**config.mk**
```make
export PLATFORM = sky130hd
export DESIGN_NAME = div_unit
export DESIGN_NICKNAME = d
export VERILOG_FILES = /design/src/rtl/div_unit.sv
export SDC_FILE = /design/constraint.sdc
export NUM_CORES = 1
export LEC_CHECK = 0
export CAP_MARGIN = 20
export CORE_ASPECT_RATIO = 1.2
export CORE_MARGIN = 8
export CORE_UTILIZATION = 38
export DETAILED_ROUTE_END_ITERATION = 10
export GPL_ROUTABILITY_DRIVEN = 0
export SYNTH_ARGS = -nofsm -noshare
export SYNTH_HDL_FRONTEND = slang
export SYNTH_SLANG_ARGS = --single-unit
```
**constraint.sdc**
```tcl
create_clock -name clk -period 12.6 [get_ports clk]
set_input_delay 2.52 -clock clk [delete_from_list [all_inputs] [get_ports clk]]
set_output_delay 2.52 -clock clk [all_outputs]
set_load 0.1 [all_outputs]
```
**src/rtl/div_unit.sv**
```systemverilog
// Iterative radix-2 restoring divider for DIV/DIVU. It produces {remainder, quotient} for the HI/LO path.
// Signed operands are reduced to magnitudes, divided unsigned, and the signs are corrected on completion.
module div_unit #(
    parameter int WIDTH = 32,
    parameter int CNT_W = 6
) (
    input  logic                 clk,
    input  logic                 rst,
    input  logic                 start,
    input  logic                 is_signed,
    input  logic                 annul,
    input  logic [WIDTH-1:0]     dividend,
    input  logic [WIDTH-1:0]     divisor,
    output logic                 busy,
    output logic                 done,
    output logic [2*WIDTH-1:0]   result
);

    typedef enum logic [1:0] {S_IDLE, S_CALC, S_ZERO, S_DONE} state_t;

    state_t               state_q, state_d;
    logic [WIDTH-1:0]     rem_q, rem_d;
    logic [WIDTH-1:0]     quo_q, quo_d;
    logic [WIDTH-1:0]     dvs_q, dvs_d;
    logic [CNT_W-1:0]     cnt_q, cnt_d;
    logic                 qneg_q, qneg_d;
    logic                 rneg_q, rneg_d;
    logic                 busy_q, busy_d;
    logic                 done_q, done_d;
    logic [2*WIDTH-1:0]   res_q, res_d;

    logic [WIDTH:0]       shl;
    logic                 borrow;
    logic [WIDTH-1:0]     sub;
    logic                 take;
    logic [WIDTH-1:0]     rem_nx;
    logic [WIDTH-1:0]     quo_nx;

    function automatic logic [WIDTH-1:0] magnitude(input logic signed [WIDTH-1:0] v,
                                                   input logic                     sgn);
        if (sgn && (v < 0))
            return $unsigned(-v);
        return $unsigned(v);
    endfunction

    function automatic logic [WIDTH-1:0] cond_neg(input logic [WIDTH-1:0] v, input logic neg);
        return neg ? -v : v;
    endfunction

    // When the shifted-out bit is set the partial remainder exceeds any divisor, so the low
    // WIDTH-bit difference is already the correct new remainder.
    always_comb begin
        shl           = {rem_q, quo_q[WIDTH-1]};
        {borrow, sub} = {1'b0, shl[WIDTH-1:0]} - {1'b0, dvs_q};
        take          = shl[WIDTH] | ~borrow;
        rem_nx        = take ? sub : shl[WIDTH-1:0];
        quo_nx        = {quo_q[WIDTH-2:0], take};
    end

    always_comb begin
        state_d = state_q;
        rem_d   = rem_q;
        quo_d   = quo_q;
        dvs_d   = dvs_q;
        cnt_d   = cnt_q;
        qneg_d  = qneg_q;
        rneg_d  = rneg_q;
        res_d   = res_q;
        case (state_q)
            S_IDLE: begin
                if (start && !annul) begin
                    cnt_d = '0;
                    rem_d = '0;
                    if (divisor == '0) begin
                        state_d = S_ZERO;
                        quo_d   = dividend;
                    end else begin
                        state_d = S_CALC;
                        quo_d   = magnitude(dividend, is_signed);
                        dvs_d   = magnitude(divisor, is_signed);
                        qneg_d  = is_signed & (dividend[WIDTH-1] ^ divisor[WIDTH-1]);
                        rneg_d  = is_signed & dividend[WIDTH-1];
                    end
                end
            end
            S_CALC: begin
                rem_d = rem_nx;
                quo_d = quo_nx;
                cnt_d = cnt_q + CNT_W'(1);
                if (cnt_q == CNT_W'(WIDTH-1)) begin
                    state_d = S_DONE;
                    res_d   = {cond_neg(rem_nx, rneg_q), cond_neg(quo_nx, qneg_q)};
                end
            end
            S_ZERO: begin
                state_d = S_DONE;
                res_d   = {quo_q, {WIDTH{1'b1}}};
            end
            default: state_d = S_IDLE;
        endcase
        if (annul) begin
            state_d = S_IDLE;
            res_d   = res_q;
        end
        busy_d = (state_d == S_CALC) || (state_d == S_ZERO);
        done_d = (state_d == S_DONE);
    end

    always_ff @(posedge clk or posedge rst) begin
        if (rst) begin
            state_q <= S_IDLE;
            rem_q   <= '0;
            quo_q   <= '0;
            dvs_q   <= '0;
            cnt_q   <= '0;
            qneg_q  <= 1'b0;
            rneg_q  <= 1'b0;
            busy_q  <= 1'b0;
            done_q  <= 1'b0;
            res_q   <= '0;
        end else begin
            state_q <= state_d;
            rem_q   <= rem_d;
            quo_q   <= quo_d;
            dvs_q   <= dvs_d;
            cnt_q   <= cnt_d;
            qneg_q  <= qneg_d;
            rneg_q  <= rneg_d;
            busy_q  <= busy_d;
            done_q  <= done_d;
            res_q   <= res_d;
        end
    end

    assign busy   = busy_q;
    assign done   = done_q;
    assign result = res_q;

endmodule

```
==> flow_summary_export.csv, run 1 <==
group,metric,value,unit
floorplan,rows,72,
drt,num_vias,11000,
critical_path,cp-endpoint,"quo_q[27]",
synthesis,ys_types,88,
synthesis,ys_warn_count,0,
min_path,hold_path_class,"reg2reg",
outcome,status,"completed",
final_layout,n_antenna_cell,0,
final_layout,seq_area,4300,um2
clock_network,htreeDepth,4,
critical_path,startpoint,"divisor[8]",
clock_network,cts_resized,0,
clock_network,cts_buffers,17,
clock_network,clk_path_buf_depth,2,
final_layout,final_nets,1711,
timing,max_freq,165,MHz
synthesis,ys_ff_latch,172,
clock_network,ctsRootBufferMaster,"clkbuf_16",
timing,hold_violations,0,
floorplan,die_h,213,um
synthesis,syn_inst,1524,
critical_path,critical_path.max_stage_delay,0.76,ns
final_layout,fin_util,45.3,%
timing,tightest_slew,1.00,ns
final_layout,fillers,3205,
synthesis,syn_area,12300,um2
drt,routedWlPerCell,17.3,um
drt,postRouteAntennaNets,0,
timing,clock_skew,0.0103,ns
critical_path,crit_arrival,6.40,ns
critical_path,r2r_start,"quo_q[31]",
critical_path,crit_type,"in2reg",
placement,dp_hpwl,26.1,mm
grt,grt_pass1_wl,57.6,mm
drt,dr.pass1.iters,5,
drt,drc,0,
synthesis,synth_area_per_cell,8.08,um2
floorplan,initial_core_util,38.4,%
timing,fin_setup_tns,0,ns
critical_path,required,12.93,ns
synthesis,syn-num-nets,1636,
critical_path,cp.depth,11,
synthesis,yosysSeqAreaShare,34.9,%
power_and_ir_drop,leakagePower,6.02,nW
grt,antenna_found_initial,0,
synthesis,synth_edf_count,0,
critical_path,r2r_cells,21,
run,max_cap_viol_count,0,
power_and_ir_drop,power_density,210,nW/um2
final_layout,most-common-layout-cells,"180 x nand2_1, 172 x dfrtp_1, 164 x o21ai_0",
critical_path,cp_top_family,"simple AND/OR/NAND/NOR gates",
final_layout,final_common_cell,"nand2_1",
critical_path,endpoint_kind,"register",
drt,avgViaCountPerCell,5.47,
grt,grt.total_usage,18.2,%
clock_network,clk_pin_slew_worst_paths,0.07,ns
clock_network,numClockSinks,172,
final_layout,multi_input_area,7430,um2
critical_path,worstPathMaxFanout,26,
grt,grt_overflow_total,0,
timing,setup_viol,0,
synthesis,synth_ff_type,"dfrtp_1",
final_layout,synthToLayoutAreaGrowth,17.8,%
grt,grt_pass1_vias,10800,
timing,period_share,48.2,%
timing,maxSlewHeadroom,33.0,%
drt,drt_iter0_drc,821,
timing,drv_slew,0,
critical_path,r2r-end,"result[60]",
drt,routed_wirelength,35.0,mm
floorplan,io_pins,135,
critical_path,ff2ff_setup_slack,6.89,ns
clock_network,cts_tree,"built",
synthesis,synthArstFlopShare,100,%
clock_network,post_cts_buffers,0,
placement,io_buffers,134,
critical_path,path_cells,"clkdlybuf4s50_1 > or4_1 > nor4_1 > and3_1 > nand2_1 > nor3b_2 > or3_1 > a21oi_1 > xnor2_1 > o21ai_0 > mux2_2",
final_layout,drive_above_1_share,5.40,%
floorplan,fp.dieArea,38500,um2
power_and_ir_drop,peakVddDrop,0.106,mV
timing,fin_crit,6.07,ns
floorplan,core,32100,um2
clock_network,cts_hold_buf,0,
critical_path,path_buf_inv,1,
clock_network,insertion_delay,0.44,ns
critical_path,cp_slowest_cell,"or3_1",
critical_path,critPathLaunchType,"input pin",
floorplan,die_w,180,um
grt,grt_max_degree,104,
timing,grt_setup_unrepaired,"no",
==> routing by layer <==
layer / vias up / wire length [um] / part of all wire, % / GRT usage [%]
met3: 35 / 1600 / 4.6 / 2.67
met4: 0 / 594 / 1.7 / 5.54
met2: 286 / 16000 / 46 / 29.5
li1: 5525 / - / - / -
met1: 5199 / 16800 / 48 / 24.9
met5: - / 0 / 0 / 0
==> state kept, by name, summed over array words and instances, names as in the netlist, 2 cells and up <==
signal   cells
result      64
dvs_q       32
quo_q       32
rem_q       32
cnt_q        6
state_q      2
==> Yosys cell counts (6+ instances only) <==
cell type  count  area [um2]
a22o_1         7        61.3
buf_2         15        75.1
o21a_1        11        82.6
and2_1         8        50.1
a31oi_1        7        43.8
nand4_1       10        62.6
inv_1         62         233
nor2_1       148         556
or3_1         17         106
and3_1        12        75.1
xnor2_1       65         569
mux2i_1       30         300
a21oi_1      163         816
nand3_1       24         120
or4_1         14         105
nor4_1        12        75.1
o41ai_1       11        96.3
a211oi_1       9        67.6
o211ai_1       8        60.1
o21ai_0      164         821
nand2_1      180         676
clkbuf_1      70         263
o22ai_1        6        37.5
nor3_1        34         170
nand2b_1      11        68.8
dfrtp_1      172        4300
ha_1          42         526
a21o_1         8        60.1
xor2_1        77         674
o31ai_1       22         165
o21ai_1       16        80.1
==> power by group <==
group | total, W | leakage, nW | switching (W) | internal [W]
Sequential | 0.000909 | 2.18 | 0.000182 | 0.000727
Clock | 0.000549 | 0.291 | 0.000247 | 0.000303
Combinational | 0.00159 | 3.56 | 0.00114 | 0.000447
Total | 0.00305 | 6.02 | 0.00157 | 0.00148
==> cells by family (layout without fill, tap and decap cells) <==
| group | after synthesis | count (layout) | synth area share (%) |
|---|---|---|---|
| compound gates | 475 | 475 | 23.4 |
| xor+xnor | 142 | 142 | 10.1 |
| fa+ha+maj | 43 | 43 | 4.43 |
| buf+inv | 153 | 241 | 4.88 |
| flops | 172 | 172 | 34.9 |
| mux | 36 | 36 | 3.10 |
| simple gates | 503 | 503 | 19.1 |
==> tightest hold or removal path, stage by stage, from the launching register on <==
cell	delay [ns]
dfrtp_1	0.34
nand2_1	0.05
o21ai_0	0.06
==> layout make-up <==
type | instances | share of cell area (%)
inverter | 63 | 1.66
multi-input combinational | 1199 | 51.2
clock inverter | 13 | 1.06
tap | 407 | 3.51
clock buffer | 19 | 3.05
timing repair buffer | 146 | 9.86
sequential | 172 | 29.7
==> metrics by stage <==
step / instances / hold slack [ns] / power (W) / setup slack (ns) / instance area [um2]
after global placement: 1987 / 0.469 / 0.00249 / 6.16 / 13900
after global routing: 2019 / 0.509 / 0.00321 / 6.15 / 14500
after CTS: 2019 / 0.489 / 0.00307 / 6.56 / 14500
after detailed placement: 1987 / 0.474 / 0.00251 / 6.09 / 13900
final: 2019 / 0.485 / 0.00305 / 6.53 / 14500
after floorplan: 1524 / 0.466 / 0.00209 / 5.42 / 12300
==> worst min-delay path by stage <==
stage                            end  cells past startpoint  slack, ns        from
after detailed placement  result[33]                      2       0.47  result[33]
after global routing      result[35]                      2       0.51  result[35]
after floorplan             cnt_q[1]                      2       0.47    cnt_q[1]
final                     result[33]                      2       0.49  result[33]
after CTS                 result[33]                      2       0.49  result[33]
after global placement    result[49]                      2       0.47  result[49]
Note: power is estimated with default switching activity, not from simulation.
==> inputs of run 2 (changes only) <==
==> constraint.sdc (replaced) <==
create_clock -name clk -period 6.1 [get_ports clk]
set_input_delay 1.22 -clock clk [delete_from_list [all_inputs] [get_ports clk]]
set_output_delay 1.22 -clock clk [all_outputs]
set_load 0.1 [all_outputs]
==> run 2 against run 1 <==
Net effect:
- combinational power up 110%
- largest cell class unchanged
- via count grew 0.17%
- global-route usage up 0.34 points
- first-iteration DRC count increased by 0.24%
- non-clock buffer count grew 1
- die area is the same
- clock-buffer cell count unchanged
- sequential share of layout area about the same
- sequential power up 110%
- routed wire length grew 0.85%
==> flow_summary_export.csv, run 2 (same netlist as run 1, synthesis figures left out) <==
group,metric,value,unit
critical_path,critical_path.max_stage_delay,0.43,ns
clock_network,cts_resized,0,
timing,hold_violations,0,
clock_network,cts_buffers,17,
final_layout,final_common_cell,"nand2_1",
floorplan,io_pins,135,
final_layout,multi_input_area,7430,um2
min_path,hold_depth,2,
floorplan,die_h,213,um
clock_network,htreeDepth,4,
outcome,status,"completed",
critical_path,r2r_start,"quo_q[31]",
grt,gr-usage-met2,29.7,%
final_layout,largest_reg_flops,64,
critical_path,crit_type,"reg2reg",
critical_path,worstPathMaxFanout,17,
critical_path,cp_top_family,"compound AO/OA/AOI/OAI gates",
timing,setup_viol,0,
placement,dp_hpwl,26.5,mm
final_layout,layout.cells.non_filler,2020,
floorplan,fp.dieArea,38500,um2
grt,grt_overflow_total,0,
power_and_ir_drop,power_density,434,nW/um2
critical_path,critPathLaunchType,"register",
clock_network,insertion_delay,0.44,ns
final_layout,fin_util,45.3,%
grt,grt_pass1_wl,57.9,mm
drt,drt_iter0_drc,823,
grt,gr-usage-met3,2.89,%
floorplan,initial_core_util,38.4,%
timing,fin_crit,5.08,ns
final_layout,final_nets,1712,
timing,period_share,83.3,%
clock_network,clk_pin_slew_worst_paths,0.07,ns
final_layout,synthToLayoutAreaGrowth,18.0,%
final_layout,fillers,3186,
critical_path,crit_arrival,5.40,ns
power_and_ir_drop,leakagePower,6.03,nW
drt,dr.pass1.iters,5,
timing,maxSlewHeadroom,32.1,%
final_layout,drive_above_1_share,5.46,%
drt,routed_wirelength,35.3,mm
timing,drv_slew,0,
grt,use_met1,25.3,%
drt,num_vias,11100,
critical_path,endpoint_kind,"register",
timing,max_freq,197,MHz
drt,routedWlPerCell,17.5,um
drt,postRouteAntennaNets,0,
critical_path,r2r_cells,20,
min_path,hold_path_class,"reg2reg",
critical_path,cp_slowest_cell,"fa_1",
final_layout,most-common-layout-cells,"180 x nand2_1, 172 x dfrtp_1, 164 x o21ai_0",
power_and_ir_drop,peakVddDrop,0.202,mV
placement,place_inst,1988,
placement,io_buffers,134,
clock_network,cts_tree,"built",
critical_path,r2r-end,"result[60]",
run,max_cap_viol_count,0,
grt,grt.total_usage,18.6,%
final_layout,seq_area,4300,um2
floorplan,core,32100,um2
clock_network,post_cts_buffers,0,
grt,antenna_found_initial,0,
floorplan,rows,72,
clock_network,clk_path_buf_depth,2,
timing,grt_setup_unrepaired,"no",
timing,clock_skew,0.00942,ns
grt,grt_pass1_vias,10700,
final_layout,n_antenna_cell,0,
clock_network,ctsRootBufferMaster,"clkbuf_16",
clock_network,cts_hold_buf,0,
timing,fin_setup_tns,0,ns
timing,tightest_slew,1.02,ns
critical_path,ff2ff_setup_slack,1.02,ns
drt,avgViaCountPerCell,5.48,
grt,busiest_layer,"met2",
power_and_ir_drop,finalPower,0.00630,W
clock_network,numClockSinks,172,
grt,grt_max_degree,100,
min_path,min-delay-start,"result[39]",
critical_path,path_buf_inv,1,
floorplan,die_w,180,um
critical_path,path_cells,"inv_1 > ha_1 > fa_1 > nand2b_1 > a21oi_2 > o211a_1 > o311ai_4 > nand2_2 > nand2_1 > o21ai_0 > ha_1 > nand2_1 > a221oi_1 > o211ai_1 > o32a_1 > nand4b_4 > or2_1 > o31ai_1 > mux2i_1 > nand3_1",
drt,drc,0,
min_path,holdPathEnd,"result[39]",
critical_path,required,6.42,ns
==> run 2: cell count changes in the layout (fill, tap and decap cells not counted) <==
| cell | delta |
|---|---|
| inv_8 | -1 |
| bufinv_16 | +1 |
| inv_6 | -2 |
| buf_4 | +1 |
| clkinvlp_4 | +1 |
| clkinv_2 | +2 |
| clkinv_4 | -1 |
==> run 2: metrics by stage <==
| stage | setup WS [ns] | hold WS (ns) | instance area [um2] |
|---|---|---|---|
| final | 1.02 | 0.487 | 14500 |
| after global routing | 0.678 | 0.508 | 14500 |
| after CTS | 1.04 | 0.490 | 14500 |
| after detailed placement | 0.876 | 0.473 | 13900 |
| after global placement | 0.949 | 0.465 | 13900 |
| after floorplan | 0.220 | 0.466 | 12300 |
==> run 2: how the worst max path moves through the flow <==
| stage | from | end | slack (ns) | cells after the start |
|---|---|---|---|---|
| floorplan | rst | busy | 0.22 | 1 |
| CTS | quo_q[31] | result[60] | 1.04 | 20 |
| detailed placement | divisor[8] | quo_q[27] | 0.88 | 11 |
| global placement | divisor[8] | quo_q[27] | 0.95 | 11 |
| finish | quo_q[31] | result[60] | 1.02 | 20 |
| global route | quo_q[31] | result[60] | 0.68 | 20 |
==> run 2: power by group <==
group          internal (W)  total, W  leakage [nW]  switching [W]
sequential          0.00150   0.00188          2.18       0.000381
combinational      0.000921   0.00327          3.56        0.00235
clock              0.000659   0.00115         0.294       0.000489
==> run 2: cell type report <==
class	count	area share, %
well taps	407	3.50
repair buffers	147	9.90
inverters	63	1.66
clock buffers	19	3.05
clock inverters	13	1.13
flip-flops and latches	172	29.6
multi-input cells	1199	51.1
==> run 2: worst reg2reg max path, delay by kind of cell, from the launching register on <==
kind | cells | cell delay, ns
AOI/OAI and AO/OA | 8 | 2.03
adders and majority gates | 3 | 0.96
buffers and inverters | 1 | 0.07
DFF | 1 | 0.39
muxes | 1 | 0.25
and+or+nand+nor | 7 | 1.30
==> run 2: metal layers <==
layer  share of wire [%]  routed length [um]  vias up
met2                  45               16000      322
met5                   0                   0        -
li1                    -                   -     5523
met1                  48               16800     5182
met3                 4.8                1690       37
met4                 2.2                 764        0
